==> src/rtl/int_to_float.sv <==
// -----------------------------------------------------------------------------
// int_to_float
//
// Converts a 12-bit two's-complement integer into the 13-bit floating-point
// format used by the downstream comparator and arithmetic blocks:
//
//     dout = {sign, exp[3:0], sig[7:0]}
//     value = (-1)^sign * 0.sig * 2^exp
//
// The significand carries an explicit leading one (sig[7] = 1 for every
// nonzero result). Zero is encoded as all zeros with a positive sign.
//
// Normalization is iterative: the magnitude is shifted left by one bit per
// clock until its MSB is set, decrementing the exponent each time. The four
// magnitude bits that fall below the 8-bit significand are truncated.
//
// Ports
//   clk        in   1   system clock, rising-edge active
//   reset      in   1   synchronous, active-high reset
//   start      in   1   conversion request, honoured only while ready = 1
//   din        in  12   two's-complement input, sampled on an accepted start
//   ready      out  1   high while idle; a start will be accepted
//   done_tick  out  1   one-cycle pulse; dout holds a fresh result
//   dout       out 13   float result, held until the next completion
//
// Timing (E0 = edge that accepts start, lz = leading zeros of |din|):
//   NORM occupies edges E1..E(lz+1); dout updates at E(lz+1); done_tick is
//   high for the following cycle; ready returns after E(lz+2).
// -----------------------------------------------------------------------------
module int_to_float (
    input  logic        clk,
    input  logic        reset,
    input  logic        start,
    input  logic [11:0] din,
    output logic        ready,
    output logic        done_tick,
    output logic [12:0] dout
);

    // Exponent loaded with the magnitude: a 12-bit integer read as 0.mag
    // needs a scale of 2^12 before any normalization shifts are applied.
    localparam logic [3:0] EXP_INIT = 4'd12;

    typedef enum logic [1:0] {
        ST_IDLE = 2'd0,
        ST_NORM = 2'd1,
        ST_DONE = 2'd2
    } state_t;

    state_t      state_reg, state_next;
    logic        sign_reg,  sign_next;
    logic [3:0]  exp_reg,   exp_next;
    logic [11:0] mag_reg,   mag_next;
    logic [12:0] dout_reg,  dout_next;

    // Absolute value of the input. -2048 negates to itself (12'h800), which
    // read as unsigned is exactly 2048, so no extra bit is needed.
    logic [11:0] din_mag;
    assign din_mag = din[11] ? (~din + 12'd1) : din;

    // -------------------------------------------------------------------------
    // State and datapath registers
    // -------------------------------------------------------------------------
    always_ff @(posedge clk) begin
        if (reset) begin
            state_reg <= ST_IDLE;
            sign_reg  <= 1'b0;
            exp_reg   <= 4'd0;
            mag_reg   <= 12'd0;
            dout_reg  <= 13'h0000;
        end else begin
            state_reg <= state_next;
            sign_reg  <= sign_next;
            exp_reg   <= exp_next;
            mag_reg   <= mag_next;
            dout_reg  <= dout_next;
        end
    end

    // -------------------------------------------------------------------------
    // Next-state and datapath update
    // -------------------------------------------------------------------------
    always_comb begin
        state_next = state_reg;
        sign_next  = sign_reg;
        exp_next   = exp_reg;
        mag_next   = mag_reg;
        dout_next  = dout_reg;

        unique case (state_reg)
            ST_IDLE: begin
                if (start) begin
                    sign_next  = din[11];
                    mag_next   = din_mag;
                    exp_next   = EXP_INIT;
                    state_next = ST_NORM;
                end
            end

            ST_NORM: begin
                if (mag_reg == 12'd0) begin
                    // Zero has a single encoding; the sign is dropped.
                    dout_next  = 13'h0000;
                    state_next = ST_DONE;
                end else if (mag_reg[11]) begin
                    // Normalized: keep the top eight bits, drop the rest.
                    dout_next  = {sign_reg, exp_reg, mag_reg[11:4]};
                    state_next = ST_DONE;
                end else begin
                    // A nonzero magnitude reaches mag[11] after at most 11
                    // shifts, so the exponent bottoms out at 1 and never wraps.
                    mag_next = {mag_reg[10:0], 1'b0};
                    exp_next = exp_reg - 4'd1;
                end
            end

            ST_DONE: begin
                state_next = ST_IDLE;
            end

            default: begin
                state_next = ST_IDLE;
            end
        endcase
    end

    // -------------------------------------------------------------------------
    // Outputs (Moore)
    // -------------------------------------------------------------------------
    always_comb begin
        ready     = 1'b0;
        done_tick = 1'b0;
        unique case (state_reg)
            ST_IDLE: ready     = 1'b1;
            ST_DONE: done_tick = 1'b1;
            default: begin
                ready     = 1'b0;
                done_tick = 1'b0;
            end
        endcase
    end

    assign dout = dout_reg;

    // -------------------------------------------------------------------------
    // Invariants
    // -------------------------------------------------------------------------
    // ready and done_tick come from mutually exclusive states.
    a_ready_done_exclusive: assert property (
        @(posedge clk) disable iff (reset) !(ready && done_tick)
    );

    // While normalizing a nonzero magnitude the exponent stays at least 1.
    a_exp_no_underflow: assert property (
        @(posedge clk) disable iff (reset)
        (state_reg == ST_NORM && mag_reg != 12'd0) |-> (exp_reg != 4'd0)
    );

    // A completed nonzero result always carries its explicit leading one.
    a_leading_one: assert property (
        @(posedge clk) disable iff (reset)
        (state_reg == ST_DONE && dout_reg != 13'h0000) |-> dout_reg[7]
    );

endmodule

==> config.mk <==
export PLATFORM = sky130hd
export DESIGN_NAME = int_to_float
export DESIGN_NICKNAME = d
export VERILOG_FILES = /design/src/rtl/int_to_float.sv
export SDC_FILE = /design/constraint.sdc
export NUM_CORES = 1
export LEC_CHECK = 0
export BUFFER_PORTS_ARGS = -buffer_cell sky130_fd_sc_hd__buf_2
export CAP_MARGIN = 15
export CORE_MARGIN = 2
export CORE_UTILIZATION = 43
export CTS_CLUSTER_DIAMETER = 100
export DETAILED_ROUTE_END_ITERATION = 10
export GPL_TIMING_DRIVEN = 0
export PLACE_DENSITY = 0.62
export SKIP_LAST_GASP = 1
export SYNTH_ARGS = -nofsm -noshare
export SYNTH_HDL_FRONTEND = slang
export SYNTH_SLANG_ARGS = --single-unit
==> constraint.sdc <==
create_clock -name clk -period 2.3 [get_ports clk]
set_input_delay 0.23 -clock clk [delete_from_list [all_inputs] [get_ports clk]]
set_output_delay 0.23 -clock clk [all_outputs]
set_load 0.05 [all_outputs]
* Word level (Yosys, flattened, before mapping)
Cells that the tools add are included.
** Storage, ports and cells
- Output and inout port bits :: 15
- Logic and storage cells :: 41
- Input port bits :: 15
- Register bits :: 32
** Cells by class
- Reduce and logical (&&, ||, !) cells :: 9
- Multiplexer cells :: 17
- $add $sub $neg :: 2
- Bitwise gates (word level) :: 1
- Equality and inequality tests :: 6
** Operators with widths (number)
- $mux W12 :: 4
- $mux W13 :: 2
- $pmux W12 S2 :: 1
- $add A12 B1 Y12 const B :: 1
- $logic_not A12 Y1 :: 1
- $mux W4 :: 3
- $not A12 Y12 :: 1
- $pmux W4 S2 :: 1
- $mux W2 :: 3
- $ne A2 B2 Y1 const B :: 3
- $reduce_and A2 Y1 :: 3
- $pmux W2 S2 :: 1
- $reduce_and A4 Y1 :: 1
- $reduce_bool A2 Y1 :: 2
- $sub A4 B1 Y4 const B :: 1
- $ne A3 B3 Y1 const B :: 1
- $reduce_and A3 Y1 :: 1
- $eq A2 B1 Y1 const B :: 1
- $eq A2 B2 Y1 const B :: 1
- $logic_not A2 Y1 :: 1
- $mux W1 :: 2

* Depth between registers and ports, before layout
Gate-level depths: netlist of run 1.
- Word-level depth :: 5
- Mapped depth :: 8
- Depth with buffers taken out :: 7

* Worst setup path after synthesis of run 1
No wires, ideal clock.
- Path type :: reg2reg
- Start :: register state_reg[0]
- End :: register mag_reg[5]
- Path buffers :: 1
- Cell stages (with the launch flop) :: 7
- Arrival :: 2.193 ns
- Setup time :: 0.128 ns
- Slack :: -0.021 ns
- Period minus slack after synthesis :: 2.321 ns
- Data required time :: 2.172 ns
- Path through :: dfxtp_1 > nor2_1 > nand2_1 > a211o_4 > buf_6 > a222oi_1 > nor2_1
** Between the ends
- Word-level cells in the longest chain between the ends :: 3
- Elaborated cells on any way between the ends :: 8
- Classes of those cells :: eq/ne (4); mux (1); reduce/logical (3)
** RTL lines
- start, declared :: line 50 : state_t state_reg, state_next;
- start signal, assigned :: line 72 : state_reg <= state_next;
- $eq A2 B1 Y1 or $logic_not A2 Y1 (tied branches) :: line 90 : unique case (state_reg)
- $ne A2 B2 Y1 (no line) or $reduce_bool A2 Y1 (tied branches)
- $reduce_and A4 Y1 (no line)
- end signal, assigned :: line 75 : mag_reg <= mag_next;
- end, declared :: line 53 : logic [11:0] mag_reg, mag_next;
Parallel ways exist; a longest one is shown, timed or not.
A chain may end at the register's enable or synchronous reset.

* Worst setup path in the final report of run 1
- Start :: register mag_reg[5]
- End :: register dout_reg[0] (netlist: dout[0])
** Between the ends
- Word-level cells in the longest chain between the ends :: 3
- Elaborated cells on any way between the ends :: 4
- Classes of those cells :: mux (1); reduce/logical (3)
** RTL lines
- $logic_not A12 Y1 * :: line 101 : if (mag_reg == 12'd0) begin
- $reduce_bool A2 Y1 (no line)
- $reduce_and A2 Y1 (no line)
- end signal, assigned :: line 76 : dout_reg <= dout_next;
- end, declared :: line 54 : logic [12:0] dout_reg, dout_next;
Every way passes the cells marked *; elsewhere a longest branch is shown, timed or not.

==> impl_metrics.json, run 1 <==
{
  "ir_worst_vdd_mv": 0.2862,
  "leakage_uw": 0.0007723,
  "hold_violations": 0,
  "grt_overflow": 0,
  "initial_core_util": 0.4559,
  "r2r_start": "mag_reg[5]$_SDFFE_PP0P_",
  "yosys.area.top_type": "dfxtp_1",
  "dieArea_um2": 4089,
  "vias": 1363,
  "drv_cap": 0,
  "diodes": 0,
  "crit_slowest_cell": "nor4_1",
  "slew_headroom": 0.5341,
  "holdBufCountCts": 0,
  "p_int_uw": 1120,
  "numPortBuffers": 28,
  "switchingPower_uw": 642.9,
  "clk_pin_slew_worst_paths_ns": 0.11,
  "ios": 30,
  "grt_use_total": 0.1905,
  "drt_wl_total_um": 3563,
  "crit_start": "mag_reg[5]$_SDFFE_PP0P_",
  "post-synth-top-area-fraction": 0.4146,
  "clkLatencyLatePin_ns": 0.33,
  "tritoncts": "done",
  "post_cts_resized": 0,
  "largest_reg_flops": 13,
  "drc_errors": 0,
  "critPathMaxFanout": 10,
  "syn-num-nets": 190,
  "status": "complete, no violations",
  "hold_path.startpoint": "reset",
  "cp_data_arrival_time_ns": 2.12,
  "finalPower_uw": 1763,
  "skew_ns": 0.007590,
  "antenna_found_initial": 0,
  "netlist_instances": 173,
  "fmax_ghz": 0.5299,
  "power_frac_comb": 0.343,
  "critPathKind": "reg2reg",
  "seq_area_frac_synth": 0.4146,
  "drive_above_1_share": 0.2297,
  "coreArea_um2": 3390,
  "setup_viol": 0,
  "grt_pass1_wl_um": 6141,
  "rows": 21,
  "dp_hpwl_um": 2668,
  "ys_top_cells_by_area": "dfxtp_1 (41%), a22o_1 (6.2%), nor2_1 (5.6%)",
  "cts_setup_buffers": 0,
  "cp_data_required_time_ns": 2.53,
  "die_w_um": 63.95,
  "switching_share": 0.3647,
  "hold_class": "in2reg",
  "powerDensity_nw_per_um2": 965.7,
  "finalNetCount": 225,
  "synth-seq-cells": 32,
  "worst_pin_slew_ns": 0.6924,
  "avgSynthCellArea_um2": 8.932,
  "synth-edff-count": 0,
  "grt_pass1_vias": 1319,
  "rsz0062_at_grt": "no",
  "clockBufferDepth": 2,
  "area_growth_pct": 18.14,
  "syn_area_um2": 1545,
  "chipHeight_um": 63.95,
  "p_clk_frac": 0.245,
  "antenna_left": 0,
  "clock-sinks": 32,
  "synth-main-ff-cell": "dfxtp_1",
  "post_drt_wl_per_cell_um": 13.97,
  "cts_buffers": 5,
  "htree_levels": 2,
  "timing.final.crit_share": 0.8205,
  "ys_types": 37,
  "drt_iter0_markers": 53,
  "ys_warn_count": 0,
  "final_max_slew_viol_count": 0,
  "min_period_ns": 1.887,
  "critical_path.cell_chain": "nor4_1 -> and3_1 -> buf_6 -> o21a_1 -> nor2_1 -> buf_2 -> a22o_1",
  "setup_tns_ns": 0,
  "seq_power_share": 0.412,
  "root_buffer": "clkbuf_4",
  "viasPerCell": 5.345,
  "endpoint_kind": "flop",
  "place.gp.congestion": 0.7788,
  "crit_path_start_kind": "flop",
  "grt_max_degree": 12,
  "critical_path.max_stage_delay_ns": 0.42,
  "synth_common_cells": "dfxtp_1 (32), nor2_1 (23), a21oi_1 (17), nand2_1 (12), a22o_1 (11)",
  "async_flop_share": 0,
  "firstDrtPassIters": 4,
  "synth.most_common_cell": "dfxtp_1"
}
-- cells in the final DEF, fill, tap and decap left out, drive strengths merged, types with 2 or more instances in the layout --
cell type,instances
buf,34
dfxtp,32
nor2,23
a21oi,17
nand2,12
a22o,11
clkbuf,9
inv,7
nor3,7
xor2,6
xnor2,5
mux2i,5
a211oi,5
nor2b,4
o21ai,4
nor4,4
a221oi,2
o31ai,2
a222oi,2
ha,2
a211o,2
-- path summary, 6_finish.rpt --
kind	end	slack, ns	cells past startpoint
max	dout[0]$_SDFFE_PP0P_	0.41	7
max reg2reg	dout[0]$_SDFFE_PP0P_	0.41	7
min	mag_reg[10]$_SDFFE_PP0P_	0.12	2
min reg2reg	sign_reg$_SDFFE_PP0P_	0.47	2
-- cells by family (layout without fill, tap and decap cells) --
group	count (synthesis)	count (layout)	share of synthesized area
AND/OR/NAND/NOR	56	56	0.1765
AO/OA/AOI/OAI	50	50	0.2405
flip-flops	32	32	0.4146
buffers and inverters	17	53	0.05749
XOR/XNOR	11	11	0.06235
multiplexers	5	5	0.03239
adder cells (fa/ha/maj)	2	2	0.01619
-- cell type report --
| type | count | area (um^2) |
|---|---|---|
| fill | 316 | 1564 |
| multi-input combinational | 124 | 818.3 |
| sequential | 32 | 640.6 |
| timing repair buffer | 28 | 140.1 |
| buffer | 10 | 62.56 |
| tap | 46 | 57.56 |
| clock inverter | 3 | 42.54 |
| clock buffer | 5 | 37.54 |
| inverter | 7 | 26.28 |
-- routing by layer --
metal | track usage | vias to the layer above | share of wire
met5 | 0 | - | 0
met4 | 0.08152 | 0 | 0.014
met3 | 0.03345 | 5 | 0.043
met2 | 0.3242 | 37 | 0.47
met1 | 0.2349 | 630 | 0.47
li1 | - | 691 | -
-- power by group through the flow --
stage	Clock [uW]	Sequential [uW]	Combinational, uW
after floorplan	0	724	474
after CTS	436	726	607
after global routing	462	739	674
final	432	726	605
after global placement	0	738	589
after detailed placement	0	739	603
-- through the flow --
stage	hold slack, ns	std cells	worst slack, ns	utilization	area, um^2
floorplan	0.3093	173	0.2772	-	1548
global placement	0.4512	247	0.4315	0.5150	1745
detailed placement	0.4567	247	0.3956	0.5150	1745
CTS	0.1120	255	0.4140	0.5386	1826
global route	0.1319	255	0.2696	0.5386	1826
finish	0.1176	255	0.4128	0.5386	1826
-- critical path, delay by kind of cell, from the launching register on --
family | cells | cell delay, ns
buffers and inverters | 2 | 0.30
DFF | 1 | 0.35
AOI/OAI and AO/OA | 2 | 0.40
and+or+nand+nor | 3 | 0.72
(Power assumes the default switching activity.)
==> run 2: changes to the inputs <==
--- a/config.mk
+++ b/config.mk
@@ -5,6 +5,7 @@
 export SDC_FILE = /design/constraint.sdc
 export NUM_CORES = 1
 export LEC_CHECK = 0
+export ABC_AREA = 1
 export BUFFER_PORTS_ARGS = -buffer_cell sky130_fd_sc_hd__buf_2
 export CAP_MARGIN = 15
 export CORE_MARGIN = 2
@@ -12,7 +13,7 @@
 export CTS_CLUSTER_DIAMETER = 100
 export DETAILED_ROUTE_END_ITERATION = 10
 export GPL_TIMING_DRIVEN = 0
-export PLACE_DENSITY = 0.62
+export PLACE_DENSITY = 0.63
 export SKIP_LAST_GASP = 1
 export SYNTH_ARGS = -nofsm -noshare
 export SYNTH_HDL_FRONTEND = slang
==> constraint.sdc (replaced) <==
create_clock -name clk -period 1.7 [get_ports clk]
set_input_delay 0.17 -clock clk [delete_from_list [all_inputs] [get_ports clk]]
set_output_delay 0.17 -clock clk [all_outputs]
set_load 0.05 [all_outputs]
==> impl_metrics.json, run 2 <==
{
  "status": "complete, no violations",
  "chipHeight_um": 67.99,
  "synthMuxAreaShare": 0,
  "setup_viol": 0,
  "vias": 1721,
  "clkLatencyLatePin_ns": 0.29,
  "finalPower_uw": 2449,
  "ys_types": 28,
  "antenna_left": 0,
  "clk_pin_slew_worst_paths_ns": 0.07,
  "post-synth-top-area-fraction": 0.3639,
  "tritoncts": "done",
  "synth_top_family_by_area": "simple AND/OR/NAND/NOR gates",
  "synth.most_common_cell": "nand2_1",
  "synthAdderAreaFrac": 0.01421,
  "ir_worst_vdd_mv": 0.4675,
  "fmax_ghz": 0.6595,
  "critPathKind": "reg2reg",
  "rows": 23,
  "switchingPower_uw": 897.9,
  "root_buffer": "clkbuf_8",
  "firstDrtPassIters": 4,
  "endpoint_kind": "flop",
  "slew_headroom": 0.6398,
  "async_flop_share": 0,
  "initial_core_util": 0.4433,
  "skew_ns": 0.005006,
  "coreArea_um2": 3971,
  "critPathMaxFanout": 10,
  "avgSynthCellArea_um2": 6.355,
  "seq_power_share": 0.388,
  "worst_pin_slew_ns": 0.5403,
  "drive_above_1_share": 0.1815,
  "switching_share": 0.3667,
  "cp_data_required_time_ns": 1.85,
  "htree_levels": 2,
  "ios": 30,
  "clockBufferDepth": 2,
  "synth-edff-count": 0,
  "cts_buffers": 5,
  "post_cts_resized": 0,
  "crit_path_start_kind": "flop",
  "setup_tns_ns": 0,
  "drv_cap": 0,
  "seq_area_frac_synth": 0.3639,
  "holdBufCountCts": 0,
  "drc_errors": 0,
  "p_int_uw": 1551,
  "drt_wl_total_um": 4154,
  "grt_pass1_wl_um": 6865,
  "numPortBuffers": 29,
  "min_period_ns": 1.516,
  "synth-seq-cells": 32,
  "grt_max_degree": 11,
  "drt_iter0_markers": 71,
  "hold_violations": 0,
  "syn-num-nets": 294,
  "cts_setup_buffers": 0,
  "grt_pass1_vias": 1521,
  "final_max_slew_viol_count": 0,
  "grt_overflow": 0,
  "final_cell_mix": "nand2_1 (93), nor2_1 (45), dfxtp_1 (32)",
  "synth_common_cells": "nand2_1 (93), nor2_1 (46), dfxtp_1 (32), inv_1 (24), a21oi_1 (22)",
  "area_growth_pct": 18.05,
  "dp_hpwl_um": 3230,
  "yosys.area_share.simple": 0.4222,
  "power_frac_comb": 0.315,
  "fin_ws_ns": 0.1836,
  "largest_reg_flops": 13,
  "rsz0062_at_grt": "no",
  "synth_compound_area_frac": 0.1123,
  "netlist_instances": 277,
  "powerDensity_nw_per_um2": 1178,
  "ys_top_cells_by_area": "dfxtp_1 (36%), nand2_1 (20%), nor2_1 (9.8%)",
  "cp_data_arrival_time_ns": 1.67,
  "yosys.area.top_type": "dfxtp_1",
  "clock-sinks": 32,
  "timing.final.crit_share": 0.8920,
  "dieArea_um2": 4622,
  "syn_area_um2": 1760,
  "ys_warn_count": 0,
  "post_drt_wl_per_cell_um": 11.41,
  "synth-main-ff-cell": "dfxtp_1",
  "leakage_uw": 0.001015,
  "die_w_um": 67.99,
  "grt_use_total": 0.1998,
  "place.gp.congestion": 0.8024,
  "viasPerCell": 4.728,
  "synth_xor_area_frac": 0,
  "pre_cts_ws_ns": 0.1654,
  "diodes": 0,
  "mostFrequentLayoutCell": "nand2_1",
  "hold_class": "in2reg",
  "finalNetCount": 330,
  "p_clk_frac": 0.297,
  "antenna_found_initial": 0
}
-- run 2: cell count changes after synthesis, sizes merged, moves of 5 or more --
cell    delta
nor3       -5
mux2i      -5
nand3     +14
a21oi      +7
xnor2      -5
inv       +21
nand2     +85
xor2       -6
nand4      +7
a211oi     -5
nor2      +26
o21ai      +5
a22o      -11
-- run 2: metal layers --
layer,GRT usage,vias up,wire length [um],share of wire
li1,-,946,-,-
met1,0.2533,745,2075,0.50
met2,0.3337,24,1885,0.45
met3,0.04441,6,132,0.032
met4,0.06750,0,61,0.015
met5,0,-,0,0
-- run 2: power by group through the flow --
stage          Sequential (uW)  Clock (uW)  Combinational, uW
5_1_grt                    971         766                882
3_3_place_gp               965           0                769
6_report                   951         726                772
3_5_place_dp               969           0                774
2_1_floorplan              981           0                570
4_1_cts                    952         735                777
-- run 2: critical path, stage by stage, from the launching register on --
cell and delay (ns):
dfxtp_1 0.34, nor2_1 0.15, nand2_1 0.09, nor2_2 0.17, nand3_4 0.15, nand2_2 0.14
inv_2 0.06, buf_4 0.17, nand2_1 0.06, a21oi_1 0.05
-- run 2: through the flow --
step | cell area, um^2 | hold slack, ns | utilization | std cells
after global routing | 2078 | 0.1930 | 0.5233 | 364
after detailed placement | 1971 | 0.4500 | 0.4962 | 356
after global placement | 1971 | 0.4455 | 0.4962 | 356
after floorplan | 1763 | 0.3173 | - | 277
final | 2078 | 0.1773 | 0.5233 | 364
after CTS | 2078 | 0.1682 | 0.5233 | 364
-- run 2: layout make-up --
class	count	area, um^2
Multi-Input combinational cell	209	968.4
Clock buffer	6	72.57
Clock inverter	2	35.03
Buffer	7	37.54
Inverter	29	116.4
Sequential cell	32	640.6
Tap cell	50	62.56
Timing Repair Buffer	29	145.1
Fill cell	450	1893
-- run 2: worst paths after layout --
kind              cells past startpoint                       to  slack [ns]               startpoint
setup reg to reg                      9     dout[2]$_SDFFE_PP0P_        0.18  mag_reg[4]$_SDFFE_PP0P_
hold / removal                        3  mag_reg[0]$_SDFFE_PP0P_        0.18                   din[0]
setup / recovery                      9     dout[2]$_SDFFE_PP0P_        0.18  mag_reg[4]$_SDFFE_PP0P_
hold reg to reg                       2     dout[9]$_SDFFE_PP0P_        0.46     dout[9]$_SDFFE_PP0P_
-- run 2: cells by family after synthesis --
family                   count (synthesis)
AO/OA/AOI/OAI                           36
buffers and inverters                   36
adder cells (fa/ha/maj)                  2
AND/OR/NAND/NOR                        171
flip-flops                              32
==> run 3: changes to the inputs <==
--- a/config.mk
+++ b/config.mk
@@ -8,11 +8,10 @@
 export ABC_AREA = 1
 export BUFFER_PORTS_ARGS = -buffer_cell sky130_fd_sc_hd__buf_2
 export CAP_MARGIN = 15
-export CORE_MARGIN = 2
+export CORE_MARGIN = 4
 export CORE_UTILIZATION = 43
 export CTS_CLUSTER_DIAMETER = 100
 export DETAILED_ROUTE_END_ITERATION = 10
-export GPL_TIMING_DRIVEN = 0
 export PLACE_DENSITY = 0.63
 export SKIP_LAST_GASP = 1
 export SYNTH_ARGS = -nofsm -noshare
==> impl_metrics.json, run 3 (synthesized netlist as in run 2, its figures left out) <==
{
  "status": "complete, no violations",
  "post_drt_wl_per_cell_um": 11.75,
  "clkLatencyLatePin_ns": 0.28,
  "wl_met2_um": 1804,
  "grt_max_degree": 20,
  "grt_overflow": 0,
  "powerDensity_nw_per_um2": 1131,
  "finalNetCount": 325,
  "wl_met1_um": 2097,
  "cts_setup_buffers": 0,
  "clk_pin_slew_worst_paths_ns": 0.07,
  "drt_wl_total_um": 4196,
  "hold_class": "in2reg",
  "crit_slowest_cell": "dfxtp_1",
  "final_max_slew_viol_count": 0,
  "slew_headroom": 0.7207,
  "coreArea_um2": 3799,
  "post_cts_resized": 0,
  "diodes": 0,
  "critPathMaxFanout": 17,
  "rsz0062_at_grt": "no",
  "maxUsedRoutingLayer": "met4",
  "critical_path.cell_chain": "inv_4 -> nand2_4 -> inv_4 -> nand2_4 -> o21ai_2 -> inv_4 -> nand3_4 -> o21ai_0 -> nor2_1",
  "numPortBuffers": 29,
  "placed_cell_area_um2": 1946,
  "wl_met3_um": 216,
  "place.gp.congestion": 0.7878,
  "cts_buffers": 5,
  "area_growth_pct": 15.64,
  "dieArea_um2": 5182,
  "fin_util": 0.5359,
  "grt_pass1_vias": 1597,
  "htree_levels": 2,
  "drive_above_1_share": 0.1812,
  "rows": 22,
  "clock-sinks": 32,
  "critPathKind": "reg2reg",
  "timing.final.crit_share": 0.8967,
  "min_period_ns": 1.524,
  "fmax_ghz": 0.6560,
  "tritoncts": "done",
  "crit_path_start_kind": "flop",
  "holdBufCountCts": 0,
  "ir_worst_vdd_mv": 0.6342,
  "firstDrtPassIters": 6,
  "drv_cap": 0,
  "mostFrequentLayoutCell": "nand2_1",
  "final_cell_mix": "nand2_1 (93), nor2_1 (45), dfxtp_1 (32)",
  "critical_path.max_stage_delay_ns": 0.39,
  "cp_data_arrival_time_ns": 1.70,
  "endpoint_kind": "flop",
  "antenna_found_initial": 0,
  "dp_hpwl_um": 3122,
  "skew_ns": 0.005826,
  "drc_errors": 0,
  "setup_tns_ns": 0,
  "cp_data_required_time_ns": 1.88,
  "worst_pin_slew_ns": 0.4185,
  "drt_iter0_markers": 118,
  "setup_viol": 0,
  "antenna_left": 0,
  "viasPerCell": 4.938,
  "hold_violations": 0,
  "vias": 1763,
  "clockBufferDepth": 2,
  "initial_core_util": 0.4634,
  "chipHeight_um": 71.99,
  "root_buffer": "clkbuf_8",
  "ios": 30,
  "grt_pass1_wl_um": 7196,
  "largest_reg_flops": 13,
  "die_w_um": 71.99,
  "cpMostUsedCell": "inv_4",
  "final_cell_area_um2": 2036,
  "grt_use_total": 0.1771,
  "leakage_uw": 0.0009989
}
run 3: changes by cell type in the layout (fill, tap and decap cells not counted), sizes merged:
cell	delta
clkbuf	-3
clkinv	-1
bufinv	-1
run 3: cell type report:
type                            instances  area (um^2)
Fill cell                             402         1763
Multi-Input combinational cell        209        968.4
Sequential cell                        32        640.6
Timing Repair Buffer                   31        160.2
Inverter                               29        116.4
Clock buffer                            8        90.09
Tap cell                               48        60.06
run 3: worst max-delay path, delay by kind of cell, from the launching register on:
family          cells  cell delay [ns]
simple gates        4             0.50
buf+inv             3             0.27
compound gates      2             0.28
flops               1             0.39
run 3: where the power goes:
| group | total [uW] | leakage [uW] | internal, uW | switching (uW) |
|---|---|---|---|---|
| sequential | 949 | 0.000262 | 852 | 97.8 |
| clock | 594 | 0.0000455 | 330 | 265 |
| combinational | 757 | 0.000691 | 253 | 505 |
| total | 2300 | 0.000999 | 1430 | 867 |
run 3: path summary, 6_finish.rpt:
check	from	end	slack, ns	depth (start not counted)
worst max-delay path	state_reg[1]$_SDFFE_PP0P_	mag_reg[2]$_SDFFE_PP0P_	0.18	9
worst min-delay path	din[0]	mag_reg[0]$_SDFFE_PP0P_	0.17	3
worst max register to register	state_reg[1]$_SDFFE_PP0P_	mag_reg[2]$_SDFFE_PP0P_	0.18	9
worst min register to register	dout[9]$_SDFFE_PP0P_	dout[9]$_SDFFE_PP0P_	0.46	2
run 3: through the flow:
step                      std cells  power, uW  hold slack (ns)  setup slack, ns
after floorplan                 277       1552           0.3173          0.06034
after global placement          349       1721           0.4476           0.2141
after detailed placement        349       1723           0.4485           0.1853
after CTS                       357       2321           0.1584           0.1748
after global routing            357       2487           0.1816          0.01603
final                           357       2301           0.1659           0.1755
run 3: per-layer routing:
layer / GRT usage / up-vias
met2: 0.2622 / 45
met5: 0 / -
met3: 0.04986 / 9
li1: - / 933
met1: 0.2451 / 776
met4: 0.06472 / 0
